<file path="src/rtl/btn_debounce.sv">
// Push-button conditioner: multi-flop synchronizer plus a 4-state debounce FSM.
// Optional DEBOUNCE_STATUS_EN adds pending/glitch status outputs.
module btn_debounce #(
  parameter int SYNC_STAGES   = 2,
  parameter int STABLE_CYCLES = 500000,
  parameter int CNT_W         = 20
) (
  input  logic clk,
  input  logic rst,
  input  logic btn_in,
  output logic btn_out
`ifdef DEBOUNCE_STATUS_EN
  ,
  output logic pending,
  output logic glitch
`endif
);

  typedef enum logic [1:0] {
    STABLE_LO = 2'b00,
    PEND_HI   = 2'b01,
    STABLE_HI = 2'b10,
    PEND_LO   = 2'b11
  } state_t;

  localparam logic [CNT_W-1:0] LAST = CNT_W'(STABLE_CYCLES - 1);
  localparam logic [CNT_W-1:0] ONE  = CNT_W'(1);
  localparam bit ONE_SHOT = (STABLE_CYCLES == 1);

  logic [SYNC_STAGES-1:0] sync;
  logic                   s;
  state_t                 state, state_nx;
  logic [CNT_W-1:0]       cnt, cnt_nx;

  always_ff @(posedge clk) begin
    if (rst) sync <= '0;
    else     sync <= {sync[SYNC_STAGES-2:0], btn_in};
  end

  assign s = sync[SYNC_STAGES-1];

  always_ff @(posedge clk) begin
    if (rst) begin
      state <= STABLE_LO;
      cnt   <= '0;
    end else begin
      state <= state_nx;
      cnt   <= cnt_nx;
    end
  end

  always_comb begin
    state_nx = state;
    cnt_nx   = cnt;
    case (state)
      STABLE_LO: begin
        cnt_nx = '0;
        if (s) begin
          if (ONE_SHOT) begin
            state_nx = STABLE_HI;
          end else begin
            state_nx = PEND_HI;
            cnt_nx   = ONE;
          end
        end
      end
      PEND_HI: begin
        if (!s) begin
          state_nx = STABLE_LO;
          cnt_nx   = '0;
        end else if (cnt == LAST) begin
          state_nx = STABLE_HI;
          cnt_nx   = '0;
        end else begin
          cnt_nx = cnt + ONE;
        end
      end
      STABLE_HI: begin
        cnt_nx = '0;
        if (!s) begin
          if (ONE_SHOT) begin
            state_nx = STABLE_LO;
          end else begin
            state_nx = PEND_LO;
            cnt_nx   = ONE;
          end
        end
      end
      PEND_LO: begin
        if (s) begin
          state_nx = STABLE_HI;
          cnt_nx   = '0;
        end else if (cnt == LAST) begin
          state_nx = STABLE_LO;
          cnt_nx   = '0;
        end else begin
          cnt_nx = cnt + ONE;
        end
      end
      default: begin
        state_nx = STABLE_LO;
        cnt_nx   = '0;
      end
    endcase
  end

  // Decoded from registered state only; rst gating is the sole combinational term.
  assign btn_out = !rst &&
    (state == STABLE_HI || state == PEND_LO);

`ifdef DEBOUNCE_STATUS_EN
  logic abort;

  assign abort = (state == PEND_HI && !s) ||
                 (state == PEND_LO && s);

  assign pending = !rst &&
    (state == PEND_HI || state == PEND_LO);

  always_ff @(posedge clk) begin
    if (rst) glitch <= 1'b0;
    else     glitch <= abort;
  end
`endif

endmodule

</file>
<file path="config.mk">
export PLATFORM = sky130hd
export DESIGN_NAME = btn_debounce
export DESIGN_NICKNAME = d
export VERILOG_FILES = /design/src/rtl/btn_debounce.sv
export SDC_FILE = /design/constraint.sdc
export NUM_CORES = 1
export LEC_CHECK = 0
export CORE_MARGIN = 8
export CORE_UTILIZATION = 55
export CTS_BUF_LIST = sky130_fd_sc_hd__clkbuf_2 sky130_fd_sc_hd__clkbuf_4 sky130_fd_sc_hd__clkbuf_8
export DETAILED_ROUTE_END_ITERATION = 12
export DONT_BUFFER_PORTS = 1
export PLACE_DENSITY = 0.68
export RECOVER_POWER = 100
export SLEW_MARGIN = 10
export SYNTH_ARGS = -nofsm -noshare
export SYNTH_HDL_FRONTEND = slang
export SYNTH_SLANG_ARGS = --single-unit
</file>
<file path="constraint.sdc">
create_clock -name clk -period 4.5 [get_ports clk]
set_input_delay 0.45 -clock clk [delete_from_list [all_inputs] [get_ports clk]]
set_output_delay 0.45 -clock clk [all_outputs]
set_load 0.005 [all_outputs]
</file>
==> results of run 1 <==
-- sequential cells by signal, indices dropped and copies added (netlist names), named ones only --
| name | cells |
|---|---|
| state | 1 |
| sync | 2 |
| cnt | 20 |
-- logic make-up after synthesis --
kind of cell | count (synthesis) | share of synthesized area
AND/OR/NAND/NOR | 54 | 0.303
flip-flops | 24 | 0.438
AO/OA/AOI/OAI | 20 | 0.113
XOR/XNOR | 12 | 0.0959
buffers and inverters | 9 | 0.0388
adder cells (fa/ha/maj) | 1 | 0.0114
-- per-layer routing --
layer,part of all wire,wire [microns]
met1,0.50,944
met2,0.46,876
met3,0.031,58
met4,0.0063,12
met5,0,0
-- placed cells by master, fill, tap and decap left out, types with 2 or more instances in the layout --
cell type	netlist	final
a21oi_1	8	9
nor2_1	14	14
dfxtp_1	24	24
nand2_1	5	5
nand3_1	5	6
inv_1	4	4
xnor2_1	2	2
nor2b_1	2	2
xor2_1	10	10
a21o_1	2	2
or4_1	3	3
o31ai_1	4	4
or3_1	3	3
and4_1	3	3
o21ai_0	3	3
nand4_1	6	6
clkbuf_4	0	3
-- where the power goes --
part,switching [mW],internal (mW)
combinational,0.000902,0.00128
sequential,0.000762,0.214
clock,0.0644,0.0494
total,0.0660,0.264
-- worst paths after layout --
path	from	end	slack, ps	depth (start not counted)
min reg2reg	sync[0]$_SDFF_PP0_	sync[1]$_SDFF_PP0_	450	1
max	cnt[0]$_SDFF_PP0_	cnt[18]$_SDFF_PP0_	2680	5
min	rst	sync[1]$_SDFF_PP0_	180	1
max reg2reg	cnt[0]$_SDFF_PP0_	cnt[18]$_SDFF_PP0_	2680	5
-- area by class of cell --
| class | count | area, sq um | area share |
|---|---|---|---|
| flip-flops and latches | 24 | 480 | 0.425 |
| clock buffers | 4 | 36.3 | 0.0321 |
| inverters | 4 | 15.0 | 0.0133 |
| well taps | 27 | 33.8 | 0.0299 |
| multi-input cells | 87 | 564 | 0.499 |
-- through the flow --
step	area (sq um)	util	setup slack, ps	hold WS, ps
6_report	1130	0.588	2680	181
5_1_grt	1130	0.588	2500	162
4_1_cts	1140	0.592	2680	174
3_5_place_dp	1100	0.574	2710	431
3_3_place_gp	1100	0.574	2750	428
2_1_floorplan	1100	-	2960	414
==> impl_metrics.ini, run 1 <==
[place]
io_buffer_count = 0
routabilityCongestion = 0.763
post-dp-hpwl_mm = 1.36
dp_cells = 142

[finish]
area_growth_pct = 3.08
fin_nets = 124
final_cells = 146
diodes = 0
drive_gt1_frac = 0.0840
fill_cells = 187

[logic_synthesis]
yosys-top-cells-area = dfxtp_1, xor2_1, nor2_1, a21oi_1, nand4_1
synth_edf_count = 0
yosys-top-cells-count = dfxtp_1, nor2_1, xor2_1, a21oi_1, nand4_1
yosys_warnings = 0
yosysMostFrequentCell = dfxtp_1
synth.yosys.seq_area_share = 0.438
netlist.area_leader.share = 0.438
async_flop_share = 0
synth_cell_types = 35
yosys.area.top_type = dfxtp_1
ys.flop_type = dfxtp_1
ys_seq_elements = 24
postSynthAreaPerCell_sq_um = 9.13
syn_area_sq_um = 1100
syn-num-nets = 124
netlist_instances = 120

[sta]
rsz0062_at_grt = no
clock.fmax_mhz = 549
tightest_slew_ps = 531
fin_crit_sh = 0.405
slew_headroom = 0.646
min_period_ps = 1820
skew_ps = 8.48
maxSlewViolCount = 0
setup_viol = 0
finalSetupTns_ps = 0
finalHoldViolations = 0

[worst_setup_path]
cp.arrival_ps = 2070
cp-start-kind = register
setup.worst_path.class = reg2reg
cp_num_buf_inv = 0
crit_family = simple AND/OR/NAND/NOR gates
end_kind = register
cpMaxStageDelayCell = or4_1
worst_path_largest_cell_delay_ps = 470
critical_path_peak_fanout = 7
cp_data_required_time_ps = 4750
path_cells = ha_1 > and2_0 > nand3_1 > or4_1 > a21oi_1

[route]
viasPerCell = 5.70
ant_nets = 0
drcViolationCount = 0
routed_wl_mm = 1.89
num_vias = 832
drt_iter0_drc = 12
routedWlPerCell_microns = 13.0
firstDrtPassIters = 4

[grt]
grt_pass1_wl_mm = 3.33
grt_pass1_vias = 816
top_usage_layer = met2
grt_max_degree = 18
grt-ovfl-total = 0
gr-usage-met2 = 0.184
met1_usage = 0.142
track_usage = 0.116
grt_util_met3 = 0.0275
antenna_found_initial = 0

[pwr]
power_density_nw_per_um2 = 293
power_uw = 331
ir_drop_v = 0.000218
leakage_nw = 0.365

[clocking]
clkTransAtPathRegs_ps = 140
cts_resized = 0
cts_sinks = 24
cts_tree = yes
cts_root_buf = clkbuf_4
cts_post_setup_buffers_inserted = 0
clkLatencyLatePin_ps = 310
numCtsBuffers = 3
clock_path_buffers = 2
hold_buffers = 0
htreeDepth = 1

[floorplan]
die_w_microns = 60.6
die_h_microns = 60.6
core-area_sq_um = 1920
ios = 4
dieArea_sq_um = 3680
row_count = 16
start_util = 0.570

[run_status]
status = finished clean

[job]
drv_cap = 0

[worst_hold_path]
holdCritPathClass = in2reg
Note: power is estimated with default switching activity, not from simulation.
==> run 2: changes to the inputs <==
PLACE_DENSITY = 0.71   (was 0.68)
clock period = 1.6 ns   (was 4.5 ns; I/O delays follow)
==> run 2 against run 1 <==
  * Sequential share of layout area decreased by 4.5 points
  * First-iteration DRC count increased by 25%
  * Clock power increased by 130%
  * Critical path type unchanged
  * Highest routed layer unchanged
  * Largest power group unchanged
  * Sequential power increased to 2.8 times the previous value
  * Register-to-register slack got worse by 2600 ps
  * Core utilization increased by 7.6 points
  * Worst setup slack got worse by 2600 ps
  * Clock skew decreased by 4.0 ps
==> impl_metrics.ini, run 2 (same netlist as run 1, synthesis figures left out) <==
[worst_setup_path]
end_kind = register
cp_num_buf_inv = 0
cpMaxStageDelayCell = or4_4
path_cells = and4_4 > nand4_4 > or4_4 > a21oi_2
worst_path_largest_cell_delay_ps = 550
cp.arrival_ps = 1780
crit_family = simple AND/OR/NAND/NOR gates
cp.depth = 4
critical_path_peak_fanout = 9
setup.worst_path.class = reg2reg
cp_data_required_time_ps = 1850
cp-start-kind = register
r2r_cells = 4

[pwr]
leakage_nw = 0.445
ir_drop_v = 0.000541
power_density_nw_per_um2 = 686

[finish]
final_common_cell = dfxtp_1
largest_reg_flops = 20
diodes = 0
layout_common_cells = dfxtp_1, nor2_1, buf_4
area_growth_pct = 16.4
top_register = cnt
drive_gt1_frac = 0.224
largestRegisters = cnt: 20 flops, sync: 2 flops, state: 1 flops
fin_nets = 140

[run_status]
status = finished clean

[route]
routed_wl_mm = 2.20
num_vias = 901
ant_nets = 0
routedWlPerCell_microns = 13.6
drcViolationCount = 0
firstDrtPassIters = 4
drt_iter0_drc = 15
viasPerCell = 5.60

[floorplan]
die_h_microns = 60.6
die_w_microns = 60.6
start_util = 0.570
dieArea_sq_um = 3680
ios = 4
row_count = 16
core-area_sq_um = 1920

[clocking]
cts_tree = yes
htreeDepth = 1
numCtsBuffers = 3
clock_path_buffers = 2
cts_sinks = 24
clkLatencyLatePin_ps = 310
cts_root_buf = clkbuf_4
clkTransAtPathRegs_ps = 130

[place]
io_buffer_count = 0
post-dp-hpwl_mm = 1.58
routabilityCongestion = 0.810

[grt]
track_usage = 0.135
grt_pass1_wl_mm = 3.82
grt_pass1_vias = 912
grt_max_degree = 18
grt-ovfl-total = 0
antenna_found_initial = 0

[job]
drv_cap = 0

[worst_hold_path]
whs_path_depth = 2
holdCritPathClass = in2reg

[sta]
tightest_slew_ps = 390
finalSetupTns_ps = 0
skew_ps = 4.46
holdWs_ps = 57.0
finalHoldViolations = 0
min_period_ps = 1530
maxSlewViolCount = 0
setup_viol = 0
clock.fmax_mhz = 654
slew_headroom = 0.740
fin_crit_sh = 0.956
run 2: repair_timing:
action                     CTS  global route
buffers inserted             0             3
hold endpoints to repair     3             0
setup endpoints to repair    0             4
resized for setup            0             9
hold buffers                 2             0
run 2: final cells by class:
cell class | instances | area (sq um)
Tap cell | 27 | 33.8
Fill cell | 182 | 646
Timing Repair Buffer | 16 | 134
Inverter | 4 | 15.0
Multi-Input combinational cell | 87 | 586
Clock buffer | 3 | 22.5
Sequential cell | 24 | 485
run 2: routing by layer:
metal | wire length, microns | vias to the layer above | part of all wire | global-route usage
li1 | - | 458 | - | -
met1 | 1090 | 429 | 0.49 | 0.156
met2 | 1040 | 8 | 0.47 | 0.226
met3 | 32 | 6 | 0.015 | 0.0297
met4 | 40 | 0 | 0.018 | 0.0698
met5 | 0 | - | 0 | 0
run 2: path summary, 6_finish.rpt:
kind                                          from                    end  slack, ps
worst max-delay path            cnt[11]$_SDFF_PP0_     cnt[17]$_SDFF_PP0_         70
worst min-delay path                           rst  state[0]$_SDFFE_PP0P_         60
worst max register to register  cnt[11]$_SDFF_PP0_     cnt[17]$_SDFF_PP0_         70
worst min register to register  sync[0]$_SDFF_PP0_     sync[1]$_SDFF_PP0_        470
run 2: power by group:
part | total, mW | leakage [nW] | switching (mW) | internal, mW
clock network | 0.260 | 0.0138 | 0.172 | 0.0880
registers | 0.604 | 0.196 | 0.00264 | 0.601
logic | 0.0113 | 0.235 | 0.00417 | 0.00716
run 2: through the flow:
step	instances	total power, mW	cell area, sq um	util	worst slack, ps
6_report	161	0.875	1280	0.664	70.9
5_1_grt	161	0.909	1280	0.664	-7.34
4_1_cts	158	0.875	1240	0.645	22.0
3_5_place_dp	153	0.624	1200	0.623	50.6
3_3_place_gp	153	0.623	1200	0.623	85.9
2_1_floorplan	120	0.622	1100	-	61.1
==> run 3: changes to the inputs <==
--- a/config.mk
+++ b/config.mk
@@ -12,3 +12,3 @@
 export DONT_BUFFER_PORTS = 1
-export PLACE_DENSITY = 0.71
+export PLACE_DENSITY = 0.81
 export RECOVER_POWER = 100
--- a/constraint.sdc
+++ b/constraint.sdc
@@ -3,2 +3,2 @@
 set_output_delay 0.16 -clock clk [all_outputs]
-set_load 0.005 [all_outputs]
+set_load 0.05 [all_outputs]
==> run 3 against run 2 <==
  * Die area did not move
  * Clock skew barely moved
  * Register-to-register slack barely moved
  * Critical endpoint unchanged
  * Fmax fell by 0.93%
  * Critical path type unchanged
  * Global-route usage fell by 0.075 points
==> impl_metrics.ini, run 3 (same netlist as run 1, synthesis figures left out) <==
[sta]
rsz0062_at_grt = yes
fin_crit_sh = 0.965
finalHoldViolations = 0
slew_headroom = 0.798
min_period_ps = 1540
setup_ws_ps = 56.5
clock.fmax_mhz = 648
finalSetupTns_ps = 0
tightest_slew_ps = 302
setup_viol = 0
maxSlewViolCount = 0
skew_ps = 4.23

[worst_setup_path]
cp-start-kind = register
end_kind = register
cpMaxStageDelayCell = or4_4
cp_data_required_time_ps = 1850
path_cells = and4_4 > nand4_4 > or4_4 > a21oi_2
critical_path_peak_fanout = 5
worst_path_largest_cell_delay_ps = 540
cp.arrival_ps = 1800
setup.worst_path.class = reg2reg

[place]
io_buffer_count = 0
post-dp-hpwl_mm = 1.57
pre_cts_ws_ps = -17.9
dpl_cell_area_sq_um = 1200
routabilityCongestion = 0.842

[grt]
grt-ovfl-total = 0
antenna_found_initial = 0
grt_pass1_wl_mm = 3.84
grt_pass1_vias = 883
track_usage = 0.134
grt_max_degree = 18

[finish]
layout_common_cells = dfxtp_1, buf_4, nor2_1
largest_reg_flops = 20
drive_gt1_frac = 0.270
diodes = 0
top_register = cnt
largestRegisters = cnt: 20 flops, sync: 2 flops, state: 1 flops
fin_nets = 143
finish.utilization = 0.684
area_growth_pct = 19.9
fin_area_sq_um = 1310
final_common_cell = dfxtp_1

[route]
drt_iter0_drc = 30
ant_nets = 0
drcViolationCount = 0
viasPerCell = 5.84
num_vias = 957
routed_wl_mm = 2.36
firstDrtPassIters = 4
routedWlPerCell_microns = 14.4

[run_status]
status = finished clean

[clocking]
clkLatencyLatePin_ps = 310
cts_sinks = 24
clock_path_buffers = 2
cts_root_buf = clkbuf_4
numCtsBuffers = 3
clkTransAtPathRegs_ps = 120
cts_tree = yes
htreeDepth = 1

[worst_hold_path]
holdCritPathClass = in2reg

[pwr]
power_density_nw_per_um2 = 660
leakage_nw = 0.465
ir_drop_v = 0.000629

[floorplan]
ios = 4
core-area_sq_um = 1920
start_util = 0.570
dieArea_sq_um = 3680
die_h_microns = 60.6
die_w_microns = 60.6
row_count = 16

[job]
drv_cap = 0
run 3: final cells by class:
cell class	instances	area [sq um]
Multi-Input combinational cell	88	601
Clock buffer	3	22.5
Sequential cell	24	489
Tap cell	27	33.8
Inverter	4	15.0
Fill cell	151	608
Timing Repair Buffer	18	153
run 3: metrics by stage:
stage	total power [mW]	cells	hold slack [ps]
final	0.868	164	29.8
after CTS	0.872	158	24.9
after floorplan	0.622	120	229
after global routing	0.898	164	27.8
after detailed placement	0.623	153	236
after global placement	0.623	153	233
run 3: layer usage:
layer  track usage  share of wire
met1         0.165           0.45
met2         0.222           0.48
met3        0.0233          0.060
met4        0.0598          0.010
met5             0              0
run 3: worst max-delay path: cells and delay by family, from the launching register on:
kind            cells  cell delay [ps]
simple gates        3              960
flops               1              380
compound gates      1              150
run 3: worst paths after layout:
kind / start / endpoint / slack [ps] / cells after the start
setup / recovery: cnt[11]$_SDFF_PP0_ / cnt[17]$_SDFF_PP0_ / 60 / 4
setup reg to reg: cnt[11]$_SDFF_PP0_ / cnt[17]$_SDFF_PP0_ / 60 / 4
hold / removal: rst / state[0]$_SDFFE_PP0P_ / 30 / 2
hold reg to reg: sync[0]$_SDFF_PP0_ / sync[1]$_SDFF_PP0_ / 450 / 1
run 3: repair_timing:
action / 4_1_cts / 5_1_grt
gates cloned: 0 / 1
buffers inserted: 0 / 5
setup endpoints to repair: 3 / 17
endpoints found under the hold margin: 3 / 0
resized for setup: 2 / 9
pin swaps: 0 / 1
hold buffers: 2 / 0
run 3: power breakdown:
group | internal [mW] | switching (mW) | leakage [nW]
clock | 0.0880 | 0.167 | 0.0138
sequential | 0.599 | 0.00247 | 0.197
combinational | 0.00715 | 0.00389 | 0.254
